### src/rtl/scramble_sequencer_pkg.sv
// ---------------------------------------------------------------------------
// scramble_sequencer_pkg
// Shared game-wide definitions for the scramble sequencer: FSM state
// encodings, the one-hot row/column decode constants and the decode helper.
// ---------------------------------------------------------------------------
package scramble_sequencer_pkg;

  // Scramble FSM states
  typedef enum logic [2:0] {
    ST_IDLE   = 3'd0,
    ST_SELECT = 3'd1,
    ST_FIRE   = 3'd2,
    ST_GAP    = 3'd3,
    ST_DONE   = 3'd4
  } state_t;

  // One-hot row/column select for index 0..3
  localparam logic [3:0] OH_SEL0 = 4'b0001;
  localparam logic [3:0] OH_SEL1 = 4'b0010;
  localparam logic [3:0] OH_SEL2 = 4'b0100;
  localparam logic [3:0] OH_SEL3 = 4'b1000;
  localparam logic [3:0] OH_NONE = 4'b0000;

  // Width of the move and gap counters
  localparam int unsigned CNT_W = 32'd8;

  // Map a 2-bit index to its one-hot select; never multi-hot.
  function automatic logic [3:0] decode_onehot(input logic [1:0] idx);
    logic [3:0] oh;
    case (idx)
      2'b00:   oh = OH_SEL0;
      2'b01:   oh = OH_SEL1;
      2'b10:   oh = OH_SEL2;
      2'b11:   oh = OH_SEL3;
      default: oh = OH_NONE;
    endcase
    return oh;
  endfunction

endpackage

### src/rtl/scramble_sequencer_generic_input.sv
// ---------------------------------------------------------------------------
// generic_input
// Registers a level input and reports its rising edge.
//   clk    : system clock
//   reset  : synchronous, active-high reset
//   din    : debounced input level
//   din_q  : din delayed by one clock
//   rise   : high for one cycle when din goes low -> high
// A level that is already high when reset is released is not reported as
// an edge: the armed flag keeps rise low for the first post-reset cycle,
// by which time din_q has caught up with the input.
// ---------------------------------------------------------------------------
module generic_input (
  input  logic clk,
  input  logic reset,
  input  logic din,
  output logic din_q,
  output logic rise
);

  logic din_q_r;
  logic armed_r;

  // Delay register and post-reset arming flag
  always_ff @(posedge clk) begin
    if (reset) begin
      din_q_r <= 1'b0;
      armed_r <= 1'b0;
    end else begin
      din_q_r <= din;
      armed_r <= 1'b1;
    end
  end

  assign din_q = din_q_r;
  assign rise  = din & ~din_q_r & armed_r;

endmodule

### src/rtl/scramble_sequencer.sv
// ---------------------------------------------------------------------------
// scramble_sequencer
// Runs NUM_MOVES random row/column moves on the cell array after a press of
// the scramble button, leaving GAP_CYCLES idle cycles after each move.
//   clk          : system clock
//   reset        : synchronous, active-high reset (aborts a running scramble)
//   scramble_btn : debounced button level (rising edge starts a scramble)
//   random_num   : free-running random value; [2] row/column, [1:0] index
//   active       : high while a scramble is in progress
//   fire         : single-cycle move strobe to the cell array
//   x_nRow       : 0 = row move, 1 = column move (valid with fire)
//   row_column   : one-hot row/column select (valid with fire)
//   done         : single-cycle pulse when a scramble completes
//   moves_left   : moves not yet fired in the current scramble
// ---------------------------------------------------------------------------
module scramble_sequencer #(
  parameter int unsigned NUM_MOVES  = 32'd16,
  parameter int unsigned GAP_CYCLES = 32'd4
) (
  input  logic       clk,
  input  logic       reset,
  input  logic       scramble_btn,
  input  logic [2:0] random_num,
  output logic       active,
  output logic       fire,
  output logic       x_nRow,
  output logic [3:0] row_column,
  output logic       done,
  output logic [7:0] moves_left
);

  import scramble_sequencer_pkg::*;

  localparam logic [CNT_W-1:0] MOVES_LOAD = CNT_W'(NUM_MOVES);
  localparam logic [CNT_W-1:0] GAP_LOAD   = CNT_W'(GAP_CYCLES);

  state_t           state_r;
  state_t           next_state_s;
  logic             btn_q_s;
  logic             btn_rise_s;
  logic [CNT_W-1:0] moves_left_r;
  logic [CNT_W-1:0] gap_cnt_r;
  logic             x_nrow_r;
  logic [3:0]       row_column_r;
  logic             active_s;
  logic             fire_s;
  logic             done_s;
  logic             active_r;
  logic             fire_r;
  logic             done_r;

  generic_input u_btn_edge (
    .clk   (clk),
    .reset (reset),
    .din   (scramble_btn),
    .din_q (btn_q_s),
    .rise  (btn_rise_s)
  );

  // State register
  always_ff @(posedge clk) begin
    if (reset) begin
      state_r <= ST_IDLE;
    end else begin
      state_r <= next_state_s;
    end
  end

  // Next-state logic; button edges only matter in IDLE
  always_comb begin
    next_state_s = state_r;
    case (state_r)
      ST_IDLE: begin
        if (btn_rise_s) begin
          next_state_s = ST_SELECT;
        end else begin
          next_state_s = ST_IDLE;
        end
      end
      ST_SELECT: next_state_s = ST_FIRE;
      ST_FIRE:   next_state_s = ST_GAP;
      ST_GAP: begin
        // gap_cnt_r == 1 marks the last gap cycle
        if (gap_cnt_r <= CNT_W'(1)) begin
          if (moves_left_r != CNT_W'(0)) begin
            next_state_s = ST_SELECT;
          end else begin
            next_state_s = ST_DONE;
          end
        end else begin
          next_state_s = ST_GAP;
        end
      end
      ST_DONE:   next_state_s = ST_IDLE;
      default:   next_state_s = ST_IDLE;
    endcase
  end

  // Output decode from the next state so the registered outputs line up
  // with the state they describe
  always_comb begin
    active_s = 1'b0;
    fire_s   = 1'b0;
    done_s   = 1'b0;
    case (next_state_s)
      ST_SELECT: active_s = 1'b1;
      ST_FIRE: begin
        active_s = 1'b1;
        fire_s   = 1'b1;
      end
      ST_GAP:    active_s = 1'b1;
      ST_DONE:   done_s   = 1'b1;
      default: begin
        active_s = 1'b0;
        fire_s   = 1'b0;
        done_s   = 1'b0;
      end
    endcase
  end

  // Output registers
  always_ff @(posedge clk) begin
    if (reset) begin
      active_r <= 1'b0;
      fire_r   <= 1'b0;
      done_r   <= 1'b0;
    end else begin
      active_r <= active_s;
      fire_r   <= fire_s;
      done_r   <= done_s;
    end
  end

  // Move counter: loaded on a start, decremented once per FIRE
  always_ff @(posedge clk) begin
    if (reset) begin
      moves_left_r <= CNT_W'(0);
    end else if ((state_r == ST_IDLE) && btn_rise_s) begin
      moves_left_r <= MOVES_LOAD;
    end else if ((state_r == ST_FIRE) && (moves_left_r != CNT_W'(0))) begin
      moves_left_r <= moves_left_r - CNT_W'(1);
    end else begin
      moves_left_r <= moves_left_r;
    end
  end

  // Gap down-counter: loaded in FIRE, counts the GAP cycles down to zero
  always_ff @(posedge clk) begin
    if (reset) begin
      gap_cnt_r <= CNT_W'(0);
    end else if (state_r == ST_FIRE) begin
      gap_cnt_r <= GAP_LOAD;
    end else if ((state_r == ST_GAP) && (gap_cnt_r != CNT_W'(0))) begin
      gap_cnt_r <= gap_cnt_r - CNT_W'(1);
    end else begin
      gap_cnt_r <= CNT_W'(0);
    end
  end

  // Move select latch: sampled in SELECT, held through FIRE and GAP
  always_ff @(posedge clk) begin
    if (reset) begin
      x_nrow_r     <= 1'b0;
      row_column_r <= OH_NONE;
    end else if (state_r == ST_SELECT) begin
      x_nrow_r     <= random_num[2];
      row_column_r <= decode_onehot(random_num[1:0]);
    end else begin
      x_nrow_r     <= x_nrow_r;
      row_column_r <= row_column_r;
    end
  end

  assign active     = active_r;
  assign fire       = fire_r;
  assign done       = done_r;
  assign x_nRow     = x_nrow_r;
  assign row_column = row_column_r;
  assign moves_left = moves_left_r;

endmodule

### config.mk
export PLATFORM = sky130hd
export DESIGN_NAME = scramble_sequencer
export DESIGN_NICKNAME = d
export VERILOG_FILES = /design/src/rtl/scramble_sequencer_pkg.sv /design/src/rtl/scramble_sequencer_generic_input.sv /design/src/rtl/scramble_sequencer.sv
export SDC_FILE = /design/constraint.sdc
export NUM_CORES = 1
export LEC_CHECK = 0
export BUFFER_PORTS_ARGS = -buffer_cell sky130_fd_sc_hd__buf_2
export CAP_MARGIN = 20
export CORE_UTILIZATION = 55
export CTS_CLUSTER_DIAMETER = 60
export DETAILED_ROUTE_END_ITERATION = 16
export PLACE_DENSITY = 0.79
export SLEW_MARGIN = 15
export SYNTH_ARGS = -nofsm -noshare
export SYNTH_HDL_FRONTEND = slang
export SYNTH_SLANG_ARGS = --single-unit
### constraint.sdc
create_clock -name clk -period 4.3 [get_ports clk]
set_clock_uncertainty 0.1 [all_clocks]
set_input_delay 0.43 -clock clk [delete_from_list [all_inputs] [get_ports clk]]
set_output_delay 0.43 -clock clk [all_outputs]
set_load 0.01 [all_outputs]
* Word level (Yosys, flattened, before mapping)
Cells that the tools add are included.
** Storage, ports and cells
- Register bits after elaboration :: 29
- Input port bits :: 6
- Output and inout bits :: 16
- Logic and storage cells :: 53
** Operators by class
- Add/sub/neg operators :: 2
- Magnitude comparators :: 1
- Equal/unequal tests :: 10
- Multiplexer cells :: 13
- Bitwise gates (word level) :: 4
- Reduce and logical (&&, ||, !) cells :: 11
** Operators by type and width (number)
- case mux 4 bit (4 select lines) :: 1
- nonzero test 8 bit :: 2
- subtractor 8 x 1 -> 8 bit, second input constant :: 2
- equality test 3 x 2 -> 1 bit, second input constant :: 4
- 2-to-1 mux 3 bit :: 4
- case mux 3 bit (4 select lines) :: 1
- 2-to-1 mux 5 bit :: 2
- less-or-equal comparator 8 x 1 -> 1 bit, second input constant :: 1
- equality test 3 x 1 -> 1 bit, second input constant :: 2
- OR reduction 3 bit :: 2
- 2-to-1 mux 1 bit :: 5
- equality test 2 bit, second input constant :: 2
- equality test 3 bit, second input constant :: 1
- logical AND 1 bit :: 3
- logical NOT 3 bit :: 1
- bitwise AND 1 bit :: 2
- equality test 2 x 1 -> 1 bit, second input constant :: 1
- logical NOT 2 bit :: 1
- NOT 1 bit :: 2
- nonzero test 2 bit :: 1
- OR reduction 2 bit :: 1

* Logic depth before layout (Yosys ltp)
- Depth after elaboration :: 8
- Depth in mapped cells :: 6
- Mapped depth without buffers :: 6

* By module
Synthesis repeated with hierarchy kept, for this count alone.
** Unflattened totals
- Cell total of the unflattened synthesis :: 141
- Area, all modules :: 1282.5 µm²
** Modules (own cells, without submodules)
- scramble_sequencer :: times used 1, cells an instance 136, area each 1223.7 µm², sequential area each 540.5 µm²
- generic_input :: times used 1, cells an instance 5, area each 58.8 µm², sequential area each 40.0 µm²

* Least setup slack after synthesis
OpenSTA, ideal clock, no wires.
- Kind :: reg-to-reg
- Start :: register moves_left_r[0], in the netlist moves_left[0]
- End :: register moves_left_r[0], in the netlist moves_left[0]
- Library setup time :: 120 ps
- Arrival time :: 1468 ps
- Data required time :: 4080 ps
- Setup slack :: 2612 ps
- Cell stages (with the launch flop) :: 7
- Path buffers :: 0
- Clock period less this slack :: 1688 ps
- Path through :: dfxtp_1 -> inv_1 -> ha_1 -> nor3b_1 -> a21oi_1 -> xnor2_1 -> nor2_1
** Between the ends
- Longest elaborated chain between the ends :: 2
- Elaborated cells between the ends (all ways) :: 3
- Those cells by class :: add/sub: 1; reduce/logical: 2
** Ends and longest elaborated chain
- from (decl) :: line scramble_sequencer.sv:41 : logic [CNT_W-1:0] moves_left_r;
- from (signal assigned) :: line scramble_sequencer.sv:141 : moves_left_r <= moves_left_r - CNT_W'(1);
- from (signal assigned) :: line scramble_sequencer.sv:143 : moves_left_r <= moves_left_r;
- parallel branches: the longest is 2 deep, another holds subtractor 8 x 1 -> 8 bit
Parallel ways; which one is timed is not known.
A chain may end at the register's enable or synchronous reset.

* Final worst setup path
Same ends and word-level chain as after synthesis.

==> flow_metrics.env <==
export IMPL_hold_viol=0
export IMPL_avgSynthCellArea_sq_um=8.847
export IMPL_drt_iter0_markers=23
export IMPL_tns_ns=0
export IMPL_worstPathMaxFanout=8
export IMPL_synth_xor_area_share=0.06319
export IMPL_tightestPinTransition_ns=0.8159
export IMPL_ys_async_sr_fraction=0
export IMPL_synth_mux_area_fraction=0.02407
export IMPL_die_y_um=49.63
export IMPL_ys_warn_count=0
export IMPL_die_area_sq_um=2463
export IMPL_cts_clk_slew_worst_paths_ns=0.09
export IMPL_final_core_util=0.6979
export IMPL_post_cts_resize_count=0
export IMPL_ant_nets=0
export IMPL_nets=176
export IMPL_port_buffers=21
export IMPL_combinationalPowerShare=0.101
export IMPL_ir_drop_v=0.0002430
export IMPL_synth_adder_area_share=0.05015
export IMPL_grt_use_met2=0.3041
export IMPL_syn_area_sq_um=1247
export IMPL_synth_seq_area_share=0.4654
export IMPL_dpl_hpwl_um=1593
export IMPL_post_route_period_util=0.4584
export IMPL_grt_max_degree=16
export IMPL_drc=0
export IMPL_grt_pass1_vias=873
export IMPL_nFillCells=184
export IMPL_synth_top_cell_area_share=0.4654
export IMPL_start_util=0.6109
export IMPL_power_frac_seq=0.575
export IMPL_synth_simple_area_share=0.2658
export IMPL_grtUsageMet3=0.08333
export IMPL_syn_instance_count=141
export IMPL_max_freq_mhz=507.3
export IMPL_hold_buffers=0
export IMPL_diodes=0
export IMPL_synth_top_family_by_area="simple AND/OR/NAND/NOR gates"
export IMPL_synthTopCellsByArea="dfxtp_1 47%, nor2_1 7.2%, ha_1 5.0%"
export IMPL_antenna_found_initial=0
export IMPL_clock_sinks=29
export IMPL_vias=1026
export IMPL_clkLatencyLatePin_ns=0.32
export IMPL_routed_wl_um=2174
export IMPL_synth_compound_area_share=0.09729
export IMPL_cts_htree_levels=2
export IMPL_arrival_ns=2.08
export IMPL_p_switching_w=0.0001203
export IMPL_synth_cell_type_count=33
export IMPL_grt_first_pass_wirelength_um=3691
export IMPL_synth_area_leader_cell="dfxtp_1"
export IMPL_power_frac_clock=0.324
export IMPL_ff2ff_path_depth=6
export IMPL_critPathLaunchType="flop"
export IMPL_crit_path_end_kind="flop"
export IMPL_outcome="completed"
export IMPL_numCtsBuffers=5
export IMPL_power_leakage_nw=0.6675
export IMPL_internal_power_w=0.0003746
export IMPL_maxCapViolCount=0
export IMPL_synth_common_cells="29 x dfxtp_1, 24 x nor2_1, 12 x nand2_1"
export IMPL_cts_root_buffer="clkbuf_4"
export IMPL_slew_violations=0
export IMPL_swShare=0.2431
export IMPL_post_drt_wl_per_cell_um=11.32
export IMPL_gr_total_overflow=0
export IMPL_period_needed_ns=1.971
export IMPL_core_region_area_sq_um=2042
export IMPL_setup_viol=0
export IMPL_grtUsageMet1=0.2447
export IMPL_synthFlopType="dfxtp_1"
export IMPL_dieWidth_um=49.63
export IMPL_viasPerCell=5.344
export IMPL_hold_path_class="in2reg"
export IMPL_rows=16
export IMPL_cts_tree="done"
export IMPL_io_pins=22
export IMPL_cp_required_ns=4.41
export IMPL_slew_headroom=0.4549
export IMPL_fin_hold_ws_ns=0.2447
export IMPL_yosysMostFrequentCell="dfxtp_1"
export IMPL_worstHoldPathCells=3
export IMPL_gp_congestion=0.8056
export IMPL_rsz0062_at_grt="no"
export IMPL_grt_busiest_layer="met2"
export IMPL_ff2ff_setup_slack_ns=2.33
export IMPL_powerDensity_nw_per_um2=347.3
export IMPL_ys_ff_latch=29
export IMPL_drive_gt1_frac=0.1697
export IMPL_post_cts_setup_buffers=0
export IMPL_synth_edf_count=0
export IMPL_cts_buffer_depth=2
export IMPL_drtPass1Iterations=5
export IMPL_syn_nets=152
export IMPL_path_class="reg2reg"
export IMPL_syn_to_final_growth_pct=14.24
export IMPL_grt_total_usage=0.2034
cells by family (layout without fill, tap and decap cells):
logic type | count (synthesis) | in the layout
AOI/OAI and AO/OA | 20 | 20
xor gates and xnor gates | 9 | 9
buffers and inverters | 11 | 35
muxes | 3 | 3
and+or+nand+nor | 64 | 64
DFF | 29 | 29
adders and majority gates | 5 | 5
flip-flops by register name (all words and copies together), names as in the netlist:
name,cells
active,1
done,1
fire,1
gap_cnt_r,8
moves_left,8
row_column,4
state_r,3
u_btn_edge.armed_r,1
u_btn_edge.din_q,1
x_nRow,1
per-layer routing:
layer / vias up / share of wire
met5: - / 0
met2: 34 / 0.46
met4: 0 / 0.014
li1: 533 / -
met3: 4 / 0.068
met1: 455 / 0.46
cell usage in the layout (no fill, tap or decap), drive strengths merged, types with 2 or more instances in the layout:
cell type / netlist / final
buf: 1 / 21
xnor2: 5 / 5
or4: 3 / 3
nand3b: 4 / 4
a211oi: 3 / 3
nand2: 12 / 12
nor2: 24 / 24
a21oi: 10 / 10
clkbuf: 3 / 7
ha: 5 / 5
a31oi: 2 / 2
or3: 2 / 2
dfxtp: 29 / 29
o21ai: 2 / 2
mux2i: 3 / 3
nand4: 2 / 2
and4: 2 / 2
nor3: 4 / 4
inv: 7 / 7
nand3: 3 / 3
xor2: 4 / 4
final cells by class:
cell class	instances	area (sq um)	share of cell area
multi-input combinational	101	624.3	0.4381
sequential	29	580.6	0.4074
tap	27	33.78	0.02370
inverter	7	26.28	0.01844
timing repair buffer	21	105.1	0.07375
clock buffer	7	55.05	0.03863
critical path, stage by stage, from the launching register on:
cell and delay, ns:
dfxtp_1 0.35, inv_1 0.09, ha_1 0.14, nor3b_1 0.67, a21oi_1 0.26, xnor2_1 0.19
nor2_1 0.05
path summary, 6_finish.rpt:
kind / from / endpoint
min: random_num[2] / x_nRow$_SDFFE_PP0N_
max: moves_left[0]$_SDFFE_PP0P_ / moves_left[0]$_SDFFE_PP0P_
max reg2reg: moves_left[0]$_SDFFE_PP0P_ / moves_left[0]$_SDFFE_PP0P_
min reg2reg: row_column[3]$_SDFFE_PP0N_ / row_column[3]$_SDFFE_PP0N_
metrics by stage:
stage               power (W)  cells  setup WS [ns]  area (sq um)
finish              0.0004949    192          2.329          1425
global route        0.0005186    192          2.031          1425
CTS                 0.0005032    192          2.339          1425
detailed placement  0.0003409    185          2.359          1370
global placement    0.0003396    185          2.408          1370
floorplan           0.0003270    141          2.612          1247
power by group through the flow:
stage          clock (W)  combinational [W]  sequential (W)
2_1_floorplan          0          0.0000372        0.000290
3_3_place_gp           0          0.0000489        0.000291
3_5_place_dp           0          0.0000498        0.000291
4_1_cts         0.000168          0.0000501        0.000285
5_1_grt         0.000177          0.0000558        0.000286
6_report        0.000160          0.0000497        0.000285
(Power assumes the default switching activity.)
